$ cat src/rtl/sdram_arbiter.sv
// SDRAM command arbiter: refresh > write > read, one grant at a time.
// Drives the SDRAM pins from whichever block currently owns the bus.
module sdram_arbiter #(
  parameter logic [3:0] CMD_NOP = 4'b0111,
  parameter int         DATA_W  = 16
) (
  input  logic              clk_100,
  input  logic              rst_n_lock,
  input  logic [3:0]        init_cmd,
  input  logic [1:0]        init_ba,
  input  logic [12:0]       init_addr,
  input  logic              init_end,
  input  logic              aref_req,
  input  logic [3:0]        aref_cmd,
  input  logic [1:0]        aref_ba,
  input  logic [12:0]       aref_addr,
  input  logic              aref_end,
  input  logic              wr_req,
  input  logic [3:0]        wr_cmd,
  input  logic [1:0]        wr_ba,
  input  logic [12:0]       wr_addr,
  input  logic              wr_end,
  input  logic              wr_sdram_en,
  input  logic [DATA_W-1:0] wr_sdram_data,
  input  logic              rd_req,
  input  logic [3:0]        rd_cmd,
  input  logic [1:0]        rd_ba,
  input  logic [12:0]       rd_addr,
  input  logic              rd_end,
  output logic              aref_en,
  output logic              wr_en,
  output logic              rd_en,
  output logic              sdram_cke,
  output logic              sdram_cs_n,
  output logic              sdram_ras_n,
  output logic              sdram_cas_n,
  output logic              sdram_we_n,
  output logic [1:0]        sdram_ba,
  output logic [12:0]       sdram_addr,
  output logic [DATA_W-1:0] sdram_dq_out,
  output logic              sdram_dq_oe
);

  typedef enum logic [2:0] {
    INIT, ARBIT, AREF, WRITE, READ
  } state_t;

  state_t state_q, state_d;
  logic   aref_en_q, aref_en_d;
  logic   wr_en_q, wr_en_d;
  logic   rd_en_q, rd_en_d;

  always_ff @(posedge clk_100 or negedge rst_n_lock) begin
    if (!rst_n_lock) begin
      state_q   <= INIT;
      aref_en_q <= 1'b0;
      wr_en_q   <= 1'b0;
      rd_en_q   <= 1'b0;
    end else begin
      state_q   <= state_d;
      aref_en_q <= aref_en_d;
      wr_en_q   <= wr_en_d;
      rd_en_q   <= rd_en_d;
    end
  end

  // Every operation returns through ARBIT, guaranteeing a NOP gap.
  always_comb begin
    state_d   = state_q;
    aref_en_d = aref_en_q;
    wr_en_d   = wr_en_q;
    rd_en_d   = rd_en_q;
    unique case (state_q)
      INIT: begin
        if (init_end) state_d = ARBIT;
      end
      ARBIT: begin
        if (aref_req) begin
          state_d   = AREF;
          aref_en_d = 1'b1;
        end else if (wr_req) begin
          state_d = WRITE;
          wr_en_d = 1'b1;
        end else if (rd_req) begin
          state_d = READ;
          rd_en_d = 1'b1;
        end
      end
      AREF: begin
        if (aref_end) begin
          state_d   = ARBIT;
          aref_en_d = 1'b0;
        end
      end
      WRITE: begin
        if (wr_end) begin
          state_d = ARBIT;
          wr_en_d = 1'b0;
        end
      end
      READ: begin
        if (rd_end) begin
          state_d = ARBIT;
          rd_en_d = 1'b0;
        end
      end
      default: begin
        state_d   = INIT;
        aref_en_d = 1'b0;
        wr_en_d   = 1'b0;
        rd_en_d   = 1'b0;
      end
    endcase
  end

  logic [3:0] cmd;

  always_comb begin
    cmd        = CMD_NOP;
    sdram_ba   = 2'b11;
    sdram_addr = 13'h1fff;
    unique case (state_q)
      INIT: begin
        cmd        = init_cmd;
        sdram_ba   = init_ba;
        sdram_addr = init_addr;
      end
      AREF: begin
        cmd        = aref_cmd;
        sdram_ba   = aref_ba;
        sdram_addr = aref_addr;
      end
      WRITE: begin
        cmd        = wr_cmd;
        sdram_ba   = wr_ba;
        sdram_addr = wr_addr;
      end
      READ: begin
        cmd        = rd_cmd;
        sdram_ba   = rd_ba;
        sdram_addr = rd_addr;
      end
      default: ;
    endcase
  end

  assign {sdram_cs_n, sdram_ras_n, sdram_cas_n, sdram_we_n} = cmd;

  assign sdram_cke    = 1'b1;
  assign sdram_dq_oe  = wr_sdram_en && (state_q == WRITE);
  assign sdram_dq_out = sdram_dq_oe ? wr_sdram_data : '0;

  assign aref_en = aref_en_q;
  assign wr_en   = wr_en_q;
  assign rd_en   = rd_en_q;

endmodule

$ cat config.mk
export PLATFORM = sky130hd
export DESIGN_NAME = sdram_arbiter
export DESIGN_NICKNAME = d
export VERILOG_FILES = /design/src/rtl/sdram_arbiter.sv
export SDC_FILE = /design/constraint.sdc
export NUM_CORES = 1
export LEC_CHECK = 0
export BUFFER_PORTS_ARGS = -buffer_cell sky130_fd_sc_hd__buf_2
export CAP_MARGIN = 20
export CORE_MARGIN = 2
export CORE_UTILIZATION = 25
export DETAILED_ROUTE_END_ITERATION = 8
export MAX_ROUTING_LAYER = met4
export PLACE_DENSITY = 0.78
export REMOVE_ABC_BUFFERS = 1
export SYNTH_ARGS = -nofsm -noshare
export SYNTH_HDL_FRONTEND = slang
export SYNTH_SLANG_ARGS = --single-unit
$ cat constraint.sdc
create_clock -name clk_100 -period 3.75 [get_ports clk_100]
set_input_delay 1.125 -clock clk_100 [delete_from_list [all_inputs] [get_ports clk_100]]
set_output_delay 1.125 -clock clk_100 [all_outputs]
set_load 0.01 [all_outputs]
[Yosys cells after proc, flatten, opt, wreduce, memory -nomap -nowiden]
Cells that the tools add are included.
Operators by class
  mux-type cells: 24
  reduce and logical (&&, ||, !) cells: 9
  bitwise gates (word level): 3
  equal/unequal tests: 14
Operators by type and width (number)
  $pmux 13 s4: 1
  $mux 3: 7
  $ne 2x2->1 const B: 9
  $mux 16: 1
  $pmux 4 s4: 1
  $pmux 3 s5: 1
  $reduce_and 5->1: 2
  $mux 1: 9
  $pmux 1 s3: 3
  $reduce_or 3->1: 3
  $pmux 2 s4: 1
  $eq 3x2->1 const B: 2
  $ne 4x4->1 const B: 1
  $reduce_and 4->1: 1
  $eq 3x1->1 const B: 1
  $eq 3x3->1 const B: 1
  $logic_not 3->1: 1
  $not 1->1: 3
  $reduce_and 3->1: 1
  $logic_and 1x1->1: 1
Storage, ports and cells
  flip-flop bits (word level): 6
  logic and storage cells: 54
  output and inout bits: 40
  input bits: 102

[Longest topological paths before layout]
Gate-level depths: netlist of the first run.
  depth after elaboration: 4
  depth in mapped cells: 5
  gate-level depth less buffers: 3

[Worst setup path before layout of the first run]
OpenSTA, ideal clock, no wires.
  path kind: in2out
  start: input aref_cmd[3]
  end: output sdram_cs_n
  stages: 3
  data arrival time: 1.619 ns
  path slack: 1.006 ns
  cells stage by stage: mux2_2 > a22oi_1 > nand2_1
Between the ends
  cells in the longest elaborated chain, start to end: 1
Ends and longest elaborated chain
  start, declared: RTL line 14  | input logic [3:0] aref_cmd,
  $pmux 4 s4: RTL line 122  | unique case (state_q)
  end, declared: RTL line 34  | output logic sdram_cs_n,
Every way passes these cells.

[Worst setup path after layout of the first run]
  start: register state_q[1]
  end: output sdram_addr[1]
Between the ends
  cells in the longest elaborated chain, start to end: 2
  elaborated cells on any way between the ends: 5
Ends and longest elaborated chain
  start, declared: RTL line 48  | state_t state_q, state_d;
  start signal, assigned: RTL line 60  | state_q <= state_d;
  $eq 3x3->1, or another cell as far along: RTL line 122
  $pmux 13 s4 *: RTL line 122
  end, declared: RTL line 39  | output logic [12:0] sdram_addr,
Every way passes the cells marked *; elsewhere a longest branch is shown, timed or not.

==> reports/qor.csv, run 1 <==
metric,value,unit
track_usage,17.3,%
synth_area_leaders,"mux2i_1 (18%), dfrtp_1 (14%), nor2_1 (14%), a221oi_1 (13%), and3_1 (9.3%)",
cpMaxStageDelayCell,dfrtp_2,
dieArea,4830,sq um
io_pins,142,
firstDrtPassIters,4,
dp_cells,324,
tightestPinTransition,571,ps
diodes,0,
finalSetupViolCount,0,
syn-cell-area,1070,sq um
r2r-end,state_q[1],
drive_gt1_share,56.5,%
clkTransAtPathRegs,40,ps
cp_num_cells,4,
hold_end,rd_en,
grt_pass1_vias,1545,
cp_data_arrival_time,1930,ps
via_per_inst,4.90,
grt_pass1_wl,6.87,mm
ys_ff_latch,6,
crit_chain,buf_4 > mux2i_1 > a221oi_1 > buf_2,
antenna_found_initial,0,
overflow,0,
crit_required,2620,ps
syn_to_final_growth,69.5,%
synthArstFlopShare,100,%
timing.rr.start,state_q[1],
fmax,328,MHz
r2r_cells,4,
cts_setup_buffers,0,
syn_inst,146,
cts_buffer_depth,2,
maxCapViolations,0,
cts_made_buffers,3,
synth_flop_cell,dfrtp_1,
period_share,81.4,%
yosysSeqAreaShare,14.0,%
seq_area,151,sq um
vias,1607,
finalNonFillerCells,328,
wl_per_cell,12.4,um
ctsHoldBuffers,0,
clk_latency,230,ps
yosysUniqueCellTypes,31,
multiInputGateArea,821,sq um
power_leakage,1.06,nW
synth_top_cell_area_share,17.7,%
hp-start,rd_en,
finalMaxSlewViolations,0,
mostFrequentLayoutCell,buf_2,
crit_buf_inv,2,
grt_max_degree,26,
ir_drop,0.230,mV
fin_skew,6.24,ps
coreArea,4060,sq um
cts_root_buffer,clkbuf_8,
final_cell_mix,"buf_2 (140), nor2_1 (38), mux2i_1 (19), a221oi_1 (16), and3_1 (16)",
period_needed,3050,ps
ys_warn_count,0,
finalHoldViolCount,0,
endpoint_kind,output port,
die_y,69.5,um
gp_congestion,0.798,
maxSlewHeadroom,61.9,%
routed_wl,4.08,mm
core.rowCount,23,
syn_area_per_cell,7.34,sq um
critPathMaxFanout,25,
die_w,69.5,um
startpoint_type,register,
start_util,26.4,%
power,0.00107,W
hold_class,register to register,
synth_edf_count,0,
tns,0,ps
drtIter0Drc,45,
status,completed,
cts_sinks,6,
critPathMaxStageDelay,730,ps
cts_tree,done,
htree_levels,1,
cts_resized,0,
power_per_cell_area,588,nW/um^2
rsz0062_at_grt,no,
num-nets-final,381,
drc,0,
min_path_cells,2,
dp_hpwl,3.31,mm
reg2reg_slack,2090,ps
critPathKind,register to output port,
cp_top_family,flip-flops,
ant_nets,0,
portBuffers,140,
fillers,402,
timing.hold.ws,490,ps
synth_top_area_cell,mux2i_1,
[flip-flops by register name, summed over array words and instances, names as in the netlist]
name / count
aref_en: 1
rd_en: 1
state_q: 3
wr_en: 1
[stage by stage]
| stage | setup WS [ps] | util (%) | cell area, sq um |
|---|---|---|---|
| after floorplan | 527 | - | 973 |
| after global placement | 789 | 43.7 | 1770 |
| after detailed placement | 791 | 43.7 | 1770 |
| after CTS | 668 | 44.8 | 1820 |
| after global routing | 501 | 44.8 | 1820 |
| final | 697 | 44.8 | 1820 |
[worst register-to-register path, delay by kind of cell, from the launching register on]
family                 cells  cell delay [ps]
AOI/OAI and AO/OA          1              160
buffers and inverters      2              350
DFF                        1              730
and+or+nand+nor            1              340
[layout make-up]
type | count | area share, %
Clock buffer | 4 | 2.48
Inverter | 2 | 0.413
Sequential cell | 6 | 8.33
Multi-Input combinational cell | 122 | 45.1
Timing Repair Buffer | 144 | 40.2
Tap cell | 50 | 3.44
[where the power goes]
part	total, W	internal (W)	leakage (nW)	switching (W)
combinational	0.000788	0.000372	0.970	0.000416
sequential	0.000174	0.0000926	0.0712	0.0000817
clock	0.000106	0.0000735	0.0228	0.0000326
[how the worst max path moves through the flow]
stage,start,to,slack [ps]
3_5_place_dp,aref_cmd[3],sdram_cs_n,790
5_1_grt,state_q[1],sdram_ba[1],500
4_1_cts,state_q[1],sdram_addr[7],670
3_3_place_gp,aref_cmd[3],sdram_cs_n,790
2_1_floorplan,state_q[1],sdram_cs_n,530
6_report,state_q[1],sdram_addr[1],700
[layer usage]
layer	part of all wire, %	global-route usage [%]	vias to the layer above
met3	9.3	3.78	2
met2	53	31.3	98
li1	-	-	804
met5	0	-	-
met1	37	19.0	703
met4	0.54	5.01	0
[kinds of logic (layout without fill, tap and decap cells)]
kind of cell	Yosys count	in the layout	synth area share (%)
simple gates	70	70	31.4
other cells	1	1	0.350
compound gates	31	31	25.6
buf+inv	18	150	9.92
flops	6	6	14.0
mux	20	20	18.8
[cells in the mapped netlist (2+ instances only)]
cell type / number
and3_1: 16
nand2_1: 4
a221oi_2: 4
clkbuf_2: 2
dfrtp_1: 6
a221oi_1: 16
mux2i_1: 19
or3_1: 2
clkbuf_1: 3
nor2_1: 39
nand2b_1: 4
a21oi_1: 3
buf_6: 2
buf_2: 5
buf_4: 4
o21ai_0: 2
Power figures use the tool's default switching activity.
==> run 2, diff against run 1 <==
clock period = 3.13 ns   (was 3.75 ns; I/O delays follow)
==> run 2 against run 1 <==
- hold slack got worse by 25 ps
- critical path depth did not move
- via count grew 2.2%
- non-clock buffer count up 1
- setup slack got worse by 190 ps
- total power up 22%
- final area increased by 1.1%
- highest routed layer unchanged
==> reports/qor.csv, run 2 (synthesis gave the netlist of run 1 again) <==
metric,value,unit
crit_required,2190,ps
largest_reg_flops,3,
drc,0,
grt_pass1_wl,6.81,mm
finalHoldViolCount,0,
track_usage,17.1,%
htree_levels,1,
rsz0062_at_grt,no,
ant_nets,0,
fillers,418,
hp-start,rd_en,
endpoint_kind,output port,
ctsHoldBuffers,0,
startpoint_type,register,
via_per_inst,4.99,
cp_data_arrival_time,1680,ps
status,completed,
clk_latency,230,ps
fmax,382,MHz
cts_tree,done,
crit_chain,nand3b_2 > nor2_1 > a221oi_1 > buf_2,
drive_gt1_share,56.6,%
portBuffers,140,
fin_skew,5.94,ps
cts_made_buffers,3,
grt_pass1_vias,1547,
diodes,0,
cts_root_buffer,clkbuf_8,
final_cell_mix,"buf_2 (140), nor2_1 (38), mux2i_1 (19), a221oi_1 (16), and3_1 (16)",
syn_to_final_growth,71.4,%
gr-usage-met2,31.8,%
grt_max_degree,25,
grtUsageMet3,4.65,%
clkTransAtPathRegs,40,ps
period_share,83.7,%
multiInputGateArea,821,sq um
power_leakage,1.07,nW
core.rowCount,23,
hold_class,register to register,
final_util,45.3,%
finalSetupViolCount,0,
ir_drop,0.256,mV
die_w,69.5,um
crit_buf_inv,1,
power_per_cell_area,706,nW/um^2
period_needed,2620,ps
dieArea,4830,sq um
timing.rr.start,state_q[0],
cts_setup_buffers,0,
coreArea,4060,sq um
cts_buffer_depth,2,
cp_top_family,simple AND/OR/NAND/NOR gates,
finalMaxSlewViolations,0,
num-nets-final,382,
tns,0,ps
maxCapViolations,0,
use_met1,17.7,%
critPathKind,register to output port,
die_y,69.5,um
io_pins,142,
wl_per_cell,12.5,um
cts_sinks,6,
mostFrequentLayoutCell,buf_2,
seq_area,151,sq um
cts_resized,0,
cpMaxStageDelayCell,nand3b_2,
critPathMaxFanout,18,
dp_hpwl,3.32,mm
busiest_layer,met2,
antenna_found_initial,0,
top_register,state_q,
firstDrtPassIters,4,
routed_wl,4.11,mm
vias,1643,
gp_congestion,0.801,
overflow,0,
critPathMaxStageDelay,530,ps
critPathLaunch,state_q[2],
drtIter0Drc,56,
start_util,26.4,%
## run 2: changes by cell type in the layout (fill, tap and decap cells not counted), sizes merged
cell  change
buf       +1
## run 2: worst paths after layout
| check | end | slack, ps | cells after the start |
|---|---|---|---|
| min in group asynchronous | wr_en | 530 | 1 |
| max in group asynchronous | state_q[1] | 2430 | 1 |
| worst max register to register | state_q[2] | 1810 | 3 |
| worst max-delay path | sdram_addr[12] | 510 | 4 |
| worst min-delay path | rd_en | 470 | 2 |
| worst min register to register | rd_en | 470 | 2 |
## run 2: cell type report
cell class,instances,area share [%]
well taps,50,3.40
flip-flops and latches,6,8.24
repair buffers,145,40.8
multi-input cells,122,44.7
clock buffers,4,2.45
inverters,2,0.408
## run 2: where the power goes
part | total, W | internal (W) | switching [W]
clock network | 0.000127 | 0.0000881 | 0.0000387
logic | 0.000992 | 0.000463 | 0.000529
registers | 0.000179 | 0.000112 | 0.0000678
## run 2: routing by layer
metal	vias to the layer above	part of all wire, %
met1	724	36
li1	808	-
met5	-	0
met3	2	11
met4	0	0.41
met2	109	53
## run 2: per-stage QoR
stage / worst slack, ps / std cells / hold WS, ps / instance area [sq um] / power, W
after floorplan: 93.1 / 130 / 505 / 973 / 0.000784
after global placement: 541 / 325 / 454 / 1790 / 0.00116
after detailed placement: 524 / 325 / 459 / 1790 / 0.00119
after CTS: 488 / 329 / 467 / 1840 / 0.00132
after global routing: 333 / 329 / 532 / 1840 / 0.00143
final: 511 / 329 / 466 / 1840 / 0.00130
## run 2: worst reg2reg max path: stages (launching register included)
cell,delay [ps]
dfrtp_1,550
nand2b_1,170
or3_1,370
a21oi_1,150
==> run 3, diff against run 2 <==
PLACE_DENSITY = 0.8   (was 0.78)
clock period = 2.2 ns   (was 3.13 ns; I/O delays follow)
==> run 3 against run 2 <==
- sequential power rose by 35%
- die area unchanged
- register-to-register slack worse by 970 ps
- first-iteration DRC count shrank 52%
- critical path type unchanged
- largest power group unchanged
==> reports/qor.csv, run 3 (synthesis gave the netlist of run 1 again) <==
metric,value,unit
via_per_inst,4.94,
rsz0062_at_grt,yes,
place_ws,-89.2,ps
dp_hpwl,3.53,mm
overflow,0,
cp_top_family,flip-flops,
cp_data_arrival_time,1510,ps
drtIter0Drc,27,
crit_required,1540,ps
grt_max_degree,28,
wl_per_cell,13.4,um
drive_gt1_share,59.9,%
fin_skew,4.62,ps
cpMaxStageDelayCell,dfrtp_2,
ir_drop,0.440,mV
combPwrFrac,79.2,%
p_seq_share,11.9,%
clk_latency,230,ps
die_w,69.5,um
ant_nets,0,
finalHoldViolCount,0,
maxCapViolations,0,
cts_tree,done,
grt_pass1_vias,1593,
p_int,0.00104,W
cts_root_buffer,clkbuf_8,
cts_buffer_depth,2,
endpoint_kind,output port,
timing.hold.ws,254,ps
power_per_cell_area,1030,nW/um^2
top_register,state_q,
status,completed,
die_y,69.5,um
period_needed,2170,ps
dieArea,4830,sq um
dp_cells,327,
firstDrtPassIters,4,
final_cell_mix,"buf_2 (140), nor2_1 (38), mux2i_1 (19), and3_1 (16), a221oi_1 (12)",
largest_reg_flops,3,
coreArea,4060,sq um
stdcell_area,1950,sq um
num-nets-final,387,
period_share,98.6,%
switchingPower,0.000984,W
dpl-instance-area,1830,sq um
critPathKind,register to output port,
routed_wl,4.48,mm
diodes,0,
finalMaxSlewViolations,0,
pwr-share-clk,8.9,%
finalSetupViolCount,0,
io_pins,142,
cts_sinks,6,
fmax,461,MHz
clkTransAtPathRegs,40,ps
gp_congestion,0.811,
grt_pass1_wl,7.03,mm
cts_made_buffers,3,
crit_chain,buf_12 > mux2i_1 > a221oi_1 > buf_2,
critPathLaunch,state_q[1],
swShare,48.7,%
hold_class,input pin to asynchronous set/reset pin,
startpoint_type,register,
critPathMaxStageDelay,480,ps
syn_to_final_growth,82.3,%
timing.rr.start,state_q[0],
crit_buf_inv,2,
core.rowCount,23,
fin_ws,29.9,ps
power_leakage,1.12,nW
mostFrequentLayoutCell,buf_2,
critPathMaxFanout,27,
portBuffers,140,
antenna_found_initial,0,
final_util,48.2,%
vias,1651,
htree_levels,1,
start_util,26.4,%
track_usage,17.8,%
finalNonFillerCells,334,
drc,0,
## run 3: routing by layer
layer,wire length [um],vias to the layer above,GRT usage [%],part of all wire [%]
li1,-,823,-,-
met3,423,2,4.22,9.4
met5,0,-,-,0
met1,1660,720,18.5,37
met2,2380,106,34.7,53
met4,17,0,1.96,0.38
## run 3: through the flow
step,power (W),setup TNS (ps)
floorplan,0.00112,-18840
global route,0.00220,-377
finish,0.00202,0
global placement,0.00172,-789
detailed placement,0.00174,-1110
CTS,0.00194,-1.54
## run 3: layout make-up
class | instances | area [sq um]
fill | 387 | 2100
multi-input combinational | 123 | 872
timing repair buffer | 149 | 813
sequential | 6 | 154
tap | 50 | 62.6
clock buffer | 4 | 45.0
inverter | 2 | 7.51
## run 3: repair_timing
| action | 4_1_cts | 5_1_grt |
|---|---|---|
| pin swaps | 0 | 3 |
| resized for setup | 2 | 10 |
| setup endpoints to repair | 19 | 36 |
| setup buffers | 0 | 2 |
| hold buffers | 0 | 0 |
| cloned | 0 | 1 |
## run 3: worst paths after layout
kind / slack [ps] / cells after the start / end
hold reg to reg: 480 / 2 / rd_en
min in group clk_100: 480 / 2 / rd_en
setup reg to reg: 840 / 4 / state_q[2]
max in group asynchronous: 1780 / 1 / state_q[2]
hold / removal: 250 / 1 / wr_en
setup / recovery: 30 / 4 / sdram_addr[2]
## run 3: power by group through the flow
stage / combinational [W] / clock, W / sequential [W]
global placement: 0.00150 / 0 / 0.000215
finish: 0.00160 / 0.000180 / 0.000241
global route: 0.00176 / 0.000193 / 0.000252
CTS: 0.00154 / 0.000182 / 0.000223
floorplan: 0.000788 / 0 / 0.000328
detailed placement: 0.00152 / 0 / 0.000219
